### src/rtl/uart_tx_dev_pkg.sv
// Shared definitions for the uart_tx_dev serial-transmit peripheral.
// Optional build macro: UART_TX_PARITY_EN adds the even-parity state and CTRL[2] (PEN).
package uart_tx_dev_pkg;

`ifdef UART_TX_PARITY_EN
    localparam int unsigned ST_W = 3;
`else
    localparam int unsigned ST_W = 2;
`endif

    // Transmit FSM encoding
    typedef enum logic [ST_W-1:0] {
        ST_IDLE   = ST_W'(0),
        ST_START  = ST_W'(1),
        ST_DATA   = ST_W'(2),
        ST_STOP   = ST_W'(3)
`ifdef UART_TX_PARITY_EN
        ,
        ST_PARITY = ST_W'(4)
`endif
    } tx_state_e;

    // Register word indices (bridge address bits [3:2])
    localparam logic [1:0] REG_CTRL   = 2'd0;
    localparam logic [1:0] REG_DATA   = 2'd1;
    localparam logic [1:0] REG_STATUS = 2'd2;
    localparam logic [1:0] REG_DIV    = 2'd3;

    // CTRL / STATUS bit positions
    localparam int unsigned CTRL_IM_BIT   = 0;
    localparam int unsigned CTRL_TXEN_BIT = 1;
    localparam int unsigned CTRL_PEN_BIT  = 2;
    localparam int unsigned STAT_BUSY_BIT = 0;
    localparam int unsigned STAT_DONE_BIT = 1;

    localparam int unsigned BYTE_W   = 8;
    localparam int unsigned BIT_IDX_W = 3;

endpackage

### src/rtl/uart_tx_dev_baud.sv
// Bit-period generator for uart_tx_dev: counts 0..DIV and pulses a tick on the last count.
module uart_baud_gen #(
    parameter int unsigned DIV_W = 16
) (
    input  logic             clk,
    input  logic             rst,
    input  logic             i_clr,
    input  logic [DIV_W-1:0] i_div,
    output logic             o_bit_tick_c
);

    logic [DIV_W-1:0] r_cnt;

    assign o_bit_tick_c = !i_clr && (r_cnt == i_div);

    // Counter restarts on clear and on every bit boundary
    always_ff @(posedge clk) begin
        if (rst || i_clr || o_bit_tick_c) begin
            r_cnt <= '0;
        end else begin
            r_cnt <= r_cnt + DIV_W'(1);
        end
    end

endmodule

### src/rtl/uart_tx_dev.sv
// Memory-mapped 8N1 UART transmitter with programmable bit period and completion IRQ.
// Optional build macro: UART_TX_PARITY_EN (even parity bit when CTRL[2] PEN is set).
module uart_tx_dev
    import uart_tx_dev_pkg::*;
#(
    parameter int unsigned      DIV_W       = 16,
    parameter logic [DIV_W-1:0] DIV_DEFAULT = DIV_W'(433)
) (
    input  logic        clk,
    input  logic        rst,
    input  logic [1:0]  addr,
    input  logic        we,
    input  logic [31:0] din,
    output logic [31:0] dout,
    output logic        tx,
    output logic        irq
);

    tx_state_e             r_state;
    tx_state_e             w_state_nxt;
    logic                  r_im;
    logic                  r_txen;
    logic                  r_done;
    logic                  r_tx;
    logic [BYTE_W-1:0]     r_data;
    logic [BYTE_W-1:0]     r_shift;
    logic [BIT_IDX_W-1:0]  r_idx;
    logic [DIV_W-1:0]      r_div;

    logic w_busy;
    logic w_start;
    logic w_bit_tick;
    logic w_tx_nxt;
    logic w_shift_en;
    logic w_done_set;
    logic w_pen;
    logic w_unused;

`ifdef UART_TX_PARITY_EN
    logic r_pen;
    logic r_pen_frame;
    assign w_pen = r_pen;
`else
    assign w_pen = 1'b0;
`endif

    assign w_busy   = (r_state != ST_IDLE);
    assign w_start  = we && (addr == REG_DATA) && !w_busy && r_txen;
    assign tx       = r_tx;
    assign irq      = r_im & r_done;
    assign w_unused = ^din;

    uart_baud_gen #(
        .DIV_W (DIV_W)
    ) u_baud (
        .clk          (clk),
        .rst          (rst),
        .i_clr        (!w_busy),
        .i_div        (r_div),
        .o_bit_tick_c (w_bit_tick)
    );

    // FSM state register
    always_ff @(posedge clk) begin
        if (rst) begin
            r_state <= ST_IDLE;
        end else begin
            r_state <= w_state_nxt;
        end
    end

    // Next-state, serial level and datapath strobes
    always_comb begin
        w_state_nxt = r_state;
        w_tx_nxt    = 1'b1;
        w_shift_en  = 1'b0;
        w_done_set  = 1'b0;
        case (r_state)
            ST_IDLE: begin
                if (w_start) w_state_nxt = ST_START;
            end
            ST_START: begin
                w_tx_nxt = 1'b0;
                if (w_bit_tick) w_state_nxt = ST_DATA;
            end
            ST_DATA: begin
                w_tx_nxt = r_shift[0];
                if (w_bit_tick) begin
                    w_shift_en = 1'b1;
                    if (r_idx == BIT_IDX_W'(BYTE_W - 1)) begin
`ifdef UART_TX_PARITY_EN
                        w_state_nxt = r_pen_frame ? ST_PARITY : ST_STOP;
`else
                        w_state_nxt = ST_STOP;
`endif
                    end
                end
            end
`ifdef UART_TX_PARITY_EN
            ST_PARITY: begin
                w_tx_nxt = ^r_data;
                if (w_bit_tick) w_state_nxt = ST_STOP;
            end
`endif
            ST_STOP: begin
                if (w_bit_tick) begin
                    w_state_nxt = ST_IDLE;
                    w_done_set  = 1'b1;
                end
            end
            default: w_state_nxt = ST_IDLE;
        endcase
    end

    // Register file, shift register and registered serial output
    always_ff @(posedge clk) begin
        if (rst) begin
            r_im    <= 1'b0;
            r_txen  <= 1'b0;
            r_done  <= 1'b0;
            r_tx    <= 1'b1;
            r_data  <= '0;
            r_shift <= '0;
            r_idx   <= '0;
            r_div   <= DIV_DEFAULT;
`ifdef UART_TX_PARITY_EN
            r_pen       <= 1'b0;
            r_pen_frame <= 1'b0;
`endif
        end else begin
            r_tx <= w_tx_nxt;
            if (we && (addr == REG_CTRL)) begin
                r_im   <= din[CTRL_IM_BIT];
                r_txen <= din[CTRL_TXEN_BIT];
`ifdef UART_TX_PARITY_EN
                r_pen  <= din[CTRL_PEN_BIT];
`endif
            end
            if (w_start) begin
                r_data  <= din[BYTE_W-1:0];
                r_shift <= din[BYTE_W-1:0];
                r_idx   <= '0;
`ifdef UART_TX_PARITY_EN
                r_pen_frame <= r_pen;
`endif
            end else if (w_shift_en) begin
                r_shift <= {1'b0, r_shift[BYTE_W-1:1]};
                r_idx   <= r_idx + BIT_IDX_W'(1);
            end
            if (we && (addr == REG_DIV) && !w_busy) begin
                r_div <= din[DIV_W-1:0];
            end
            // Completion set takes priority over a same-cycle STATUS clear
            if (w_done_set) begin
                r_done <= 1'b1;
            end else if (w_start || (we && (addr == REG_STATUS))) begin
                r_done <= 1'b0;
            end
        end
    end

    // Combinational read mux
    always_comb begin
        dout = '0;
        case (addr)
            REG_CTRL: begin
                dout[CTRL_IM_BIT]   = r_im;
                dout[CTRL_TXEN_BIT] = r_txen;
                dout[CTRL_PEN_BIT]  = w_pen;
            end
            REG_DATA: dout = 32'(r_data);
            REG_STATUS: begin
                dout[STAT_BUSY_BIT] = w_busy;
                dout[STAT_DONE_BIT] = r_done;
            end
            default: dout = 32'(r_div);
        endcase
    end

endmodule
### config.mk
export PLATFORM = sky130hd
export DESIGN_NAME = uart_tx_dev
export DESIGN_NICKNAME = d
export VERILOG_FILES = /design/src/rtl/uart_tx_dev_pkg.sv /design/src/rtl/uart_tx_dev_baud.sv /design/src/rtl/uart_tx_dev.sv
export SDC_FILE = /design/constraint.sdc
export NUM_CORES = 1
export LEC_CHECK = 0
export BUFFER_PORTS_ARGS = -buffer_cell sky130_fd_sc_hd__buf_4
export CORE_MARGIN = 8
export CORE_UTILIZATION = 53
export DETAILED_ROUTE_END_ITERATION = 10
export PLACE_DENSITY = 0.88
export SYNTH_ARGS = -nofsm -noshare
export SYNTH_HDL_FRONTEND = slang
export SYNTH_SLANG_ARGS = --single-unit
export TNS_END_PERCENT = 50
### constraint.sdc
create_clock -name clk -period 1.9 [get_ports clk]
set_input_delay 0.38 -clock clk [delete_from_list [all_inputs] [get_ports clk]]
set_output_delay 0.38 -clock clk [all_outputs]
set_load 0.01 [all_outputs]
Word-level counts from Yosys, hierarchy flattened
Cells that the tools add are included.

storage, ports and cells
  register bits after elaboration = 57
  input port bits = 37
  word-level logic and storage cells = 63

cells by class
  add/sub/neg operators = 2
  equality and inequality tests = 13
  mux-type cells = 17
  bitwise operators = 1
  reduce and logical (&&, ||, !) cells = 20

operators by type and width
  operator                 count
  $pmux W13 S2             1
  $add A16 B1 Y16 const B  1
  $eq A16 B16 Y1           1
  $mux W8                  2
  $mux W2                  5
  $eq A2 B2 Y1 const B     4
  $logic_and A1 B1 Y1      8
  $pmux W2 S4              1
  $ne A2 B1 Y1 const B     3
  $pmux W2 S3              1
  $reduce_bool A2 Y1       3
  $mux W1                  5
  $reduce_and A5 Y1        1
  $eq A2 B1 Y1 const B     2
  $logic_not A2 Y1         2
  $ne A2 B2 Y1 const B     2
  $pmux W1 S2              2
  $reduce_or A2 Y1         2
  $add A3 B1 Y3 const B    1
  $eq A3 B3 Y1 const B     1
  $logic_or A1 B1 Y1       3
  $and A1 B1 Y1            1
  $logic_not A1 Y1         1

Longest topological paths before layout
  depth after elaboration = 7
  mapped depth = 9

Cells and area by module
Synthesis repeated with hierarchy kept, for this count alone.

unflattened totals
  cell total of the unflattened synthesis = 347
  area total of the unflattened synthesis = 3,035.4 um^2

modules (own cells, without submodules)
  module         instances  cells each  area each (um^2)
  uart_tx_dev    1          242         2,060.7
  uart_baud_gen  1          105         974.7

Least setup slack after synthesis
OpenSTA, ideal clock, no wires.

  path kind = flip-flop to flip-flop
  from = register r_state[0]
  to = register u_baud.r_cnt[10]
  arrival = 1,727 ps
  path slack = 109 ps
  cell stages (with the launch flop) = 10
  path buffers = 3
  cell sequence = dfxtp_1 -> inv_1 -> ha_1 -> clkbuf_1 -> nor2_1 -> and3_1 -> buf_6 -> a211o_2 -> buf_6 -> nor2_1

between the ends
  cells in the longest elaborated chain, start to end = 4
  elaborated cells on any way between the ends = 5
  classes of those cells = 5 x reduce/logical

RTL lines
  item                    RTL line                source
  from (decl)             uart_tx_dev.sv:19       tx_state_e r_state;
  from (signal assigned)  uart_tx_dev.sv:68       r_state <= w_state_nxt;
  $reduce_bool A2 Y1 (*)  uart_tx_dev.sv:47       assign w_busy = (r_state != ST_IDLE);
  $logic_not A1 Y1        uart_tx_dev.sv:58       .i_clr (!w_busy),
  $logic_or A1 B1 Y1      uart_tx_dev_baud.sv:18  if (rst || i_clr || o_bit_tick_c) begin
  $logic_or A1 B1 Y1 (*)  uart_tx_dev_baud.sv:18
  to (signal assigned)    uart_tx_dev_baud.sv:21  r_cnt <= r_cnt + DIV_W'(1);
  to (decl)               uart_tx_dev_baud.sv:12  logic [DIV_W-1:0] r_cnt;

Mark *: on every way between the ends. The rest lies on a longest branch, timed or not.
A chain may end at the register's enable or synchronous reset.

Final worst setup path
  from = register r_state[1]
  to = output dout[0]

between the ends
  cells in the longest elaborated chain, start to end = 2

RTL lines
  item                RTL line            source
  $reduce_bool A2 Y1  uart_tx_dev.sv:47
  $pmux W2 S3         uart_tx_dev.sv:165  case (addr)
  to (decl)           uart_tx_dev.sv:14   output logic [31:0] dout,

No other way between the ends.

==> impl_results.md <==
* Drt wl/cell at 15.6 um
* Worst EP required at 1520 ps
* Synthesized instance count at 357
* Final setup viols at 1
* Initial antenna violation count at 0
* Hold endpoint: r_div[8]
* Setup TNS at -18.6 ps
* Vias at 2638
* Die Wd at 90.8 um
* Relative slew slack at 58.3%
* Hold_sp: din[8]
* Final Cycle Share at 101%
* First-pass GRT wire length at 12200 um
* Failing checks: negative setup slack
* Yosys reg bits at 57
* Peak Freq at 0.521 GHz
* Final nets at 445
* Clk_skew at 6.60 ps
* Die area at 8250 sq um
* CTS tree: done
* Area after DPL at 3280 sq um
* Synth Area per Inst at 8.31 sq um
* Chip Height at 90.8 um
* Core area at 5470 sq um
* Switching Share at 28.7%
* I/O pin total at 71
* Global-route usage over all layers at 18.2%
* CTS H-Tree Depth at 3
* Antenna-violating nets left at 0
* HPWL after DPL at 5260 um
* Share of power burned in registers at 45.4%
* Setup WS post-layout at -18.6 ps
* PortBufs at 38
* Clock root buffer: clkbuf_8
* WHS Path Cells at 3
* Crit path DAT at 1540 ps
* Vias/cell at 5.52
* Crit start category: register
* Worst skew pair latency at 340 ps
* Combinational fraction of design power at 17.9%
* Dpl cells at 459
* Top cell family by delay on the critical path: multiplexers
* Deepest clock path buffer count at 2
* Drt drc at 0
* Synthesized area at 2970 sq um
* Post-layout util at 64.1%
* Worst Max-Slew Pin Slew at 626 ps
* Net load switching power at 0.000804 W
* Largest stage delay, worst path at 470 ps
* P_leak at 1.44 nW
* Cells on worst reg2reg path at 6
* Yosys cell types at 39
* Most common cell after layout, fill and taps aside: nand2_1
* Most frequent cells in the layout: 56 x nand2_1, 55 x dfxtp_1, 52 x buf_4
* Clk sinks at 57
* Sequential fraction of the synthesis area at 38.5%
* Max stage delay cell, worst path: mux4_2
* Worst-path clk slew at 60 ps
* Largest net degree at the start of global routing at 23
* # rows at 27
* Gr ovfl total at 0
* R2r setup slk at 40 ps
* Hold slack final at 252 ps
* Worst min-delay path class: primary input to register
* Final Non-Filler Cells at 478
* CP Class: register to output port
* P_int at 0.00199 W
* Post-Route WL at 7480 um
* Cell area after layout at 3510 sq um
* CTS buffer count at 9
* Pwr Density at 797 nW/um^2
* Placer Congestion at 0.815
* Initial Util at 54.2%
* Maximum vdd drop at 0.000453 V
* Critical path buffers and inverters at 3
* Share of cells above drive strength 1 at 20.9%
* RSZ-0062 raised after global routing: true
* Pins over their slew limit at 0
* Crit Reg-Reg Startpoint: r_state[1]
* Synth warnings at 0
* Cell Chain, Critical Path: inv_4 > ha_4 > inv_2 > mux4_2 > buf_6
* Vias in the first global route at 2606
* Clock power frac at 36.7%
* Final Hold Viols at 0
* Min Tclk post-route at 1920 ps
* Maxcap violations at 0
* Worst R2R End: r_state[1]
* Fill count at 477
* Diodes inserted at 0
* Critical Path Fanout Max at 2
* Critical path capture point type: output port
* Outcome: complete, but fails checks
* DR pass1 iterations at 5
* First DRT Iteration DRCs at 234
* Area delta synth->final at 18.2%
-- worst min-delay path, stage by stage --
cell	delay, ps
buf_4	80
nand2_1	40
nand3b_1	70
-- through the flow --
stage                     worst slack (ps)  total power [W]
after global routing                 -59.3          0.00292
after detailed placement              11.4          0.00174
final                                -18.6          0.00280
after global placement                 109          0.00172
after floorplan                        109          0.00161
after CTS                            -23.6          0.00279
-- cells in the mapped netlist --
cell type	instances	share of area [%]
dfxtp_1	57	38
nand2_1	56	7.1
a21oi_1	40	6.7
nor2_1	22	2.8
nand3_1	21	3.5
xor2_1	19	5.6
buf_4	16	4.0
and3_1	13	2.7
clkbuf_1	13	1.6
mux2i_1	10	3.4
xnor2_1	10	3.0
ha_1	7	3.0
nand4_1	7	1.5
nor2b_1	7	1.5
inv_1	6	0.76
mux2_2	6	2.3
nand3b_1	6	1.5
o21ai_0	5	0.84
nand2b_1	4	0.84
nor3_1	4	0.67
buf_2	3	0.51
or3_1	3	0.63
a22oi_1	2	0.51
a311o_1	2	0.67
and4_1	2	0.59
buf_6	2	0.76
mux4_2	2	1.5
a2111oi_0	1	0.30
a211o_2	1	0.34
a211oi_1	1	0.25
a32o_1	1	0.34
and2_1	1	0.21
and4b_1	1	0.34
buf_1	1	0.13
conb_1	1	0.13
nand2_2	1	0.21
nand4b_1	1	0.30
nor3b_1	1	0.25
nor4_1	1	0.21
-- routing by layer --
layer	vias up	GRT usage (%)	routed length, um
li1	1280	-	-
met1	1223	20.7	3070
met2	117	30.0	3630
met3	18	4.90	605
met4	0	10.8	173
met5	-	0	0
-- final cells by class --
| class | instances | area (sq um) | share of cell area, % |
|---|---|---|---|
| Clock inverter | 2 | 12.5 | 0.357 |
| Inverter | 6 | 25.0 | 0.714 |
| Sequential cell | 57 | 1150 | 32.7 |
| Multi-Input combinational cell | 274 | 1670 | 47.6 |
| Tap cell | 72 | 90.1 | 2.57 |
| Timing Repair Buffer | 53 | 402 | 11.5 |
| Clock buffer | 14 | 163 | 4.64 |
-- kinds of logic (layout without fill, tap and decap cells) --
| logic type | after synthesis | in the layout | synth area share (%) |
|---|---|---|---|
| AND/OR/NAND/NOR | 151 | 151 | 24.9 |
| flip-flops | 57 | 57 | 38.5 |
| multiplexers | 18 | 18 | 7.17 |
| AO/OA/AOI/OAI | 53 | 53 | 10.0 |
| buffers and inverters | 41 | 75 | 7.84 |
| adder cells (fa/ha/maj) | 7 | 7 | 2.95 |
| other | 1 | 16 | 0.126 |
| XOR/XNOR | 29 | 29 | 8.56 |
-- flip-flops by register name, indices dropped and copies added (netlist names) --
name	flops
r_data	8
r_div	16
r_done	1
r_idx	3
r_im	1
r_shift	8
r_state	2
r_txen	1
tx	1
u_baud.r_cnt	16
-- repair_timing --
item	4_1_cts	5_1_grt
gates resized for setup	9	4
setup endpoints to repair	4	22
hold buffers	0	0
pin swaps	1	2
setup buffers	3	0
-- power by group through the flow --
stage          sequential (W)  combinational, W  clock (W)
3_3_place_gp          0.00129          0.000430          0
6_report              0.00127          0.000501    0.00103
4_1_cts               0.00127          0.000492    0.00103
3_5_place_dp          0.00129          0.000450          0
5_1_grt               0.00128          0.000547    0.00110
2_1_floorplan         0.00129          0.000314          0
-- how the worst max path moves through the flow --
stage          startpoint  cells after the start                to  slack (ps)
5_1_grt        r_state[0]                      5           dout[0]         -60
6_report       r_state[1]                      5           dout[0]         -20
4_1_cts        r_state[1]                      5           dout[0]         -20
2_1_floorplan  r_state[0]                      9  u_baud.r_cnt[10]         110
3_5_place_dp   r_state[1]                      7        r_state[0]          10
3_3_place_gp   r_state[1]                      7        r_shift[4]         110
Power figures use the tool's default switching activity.
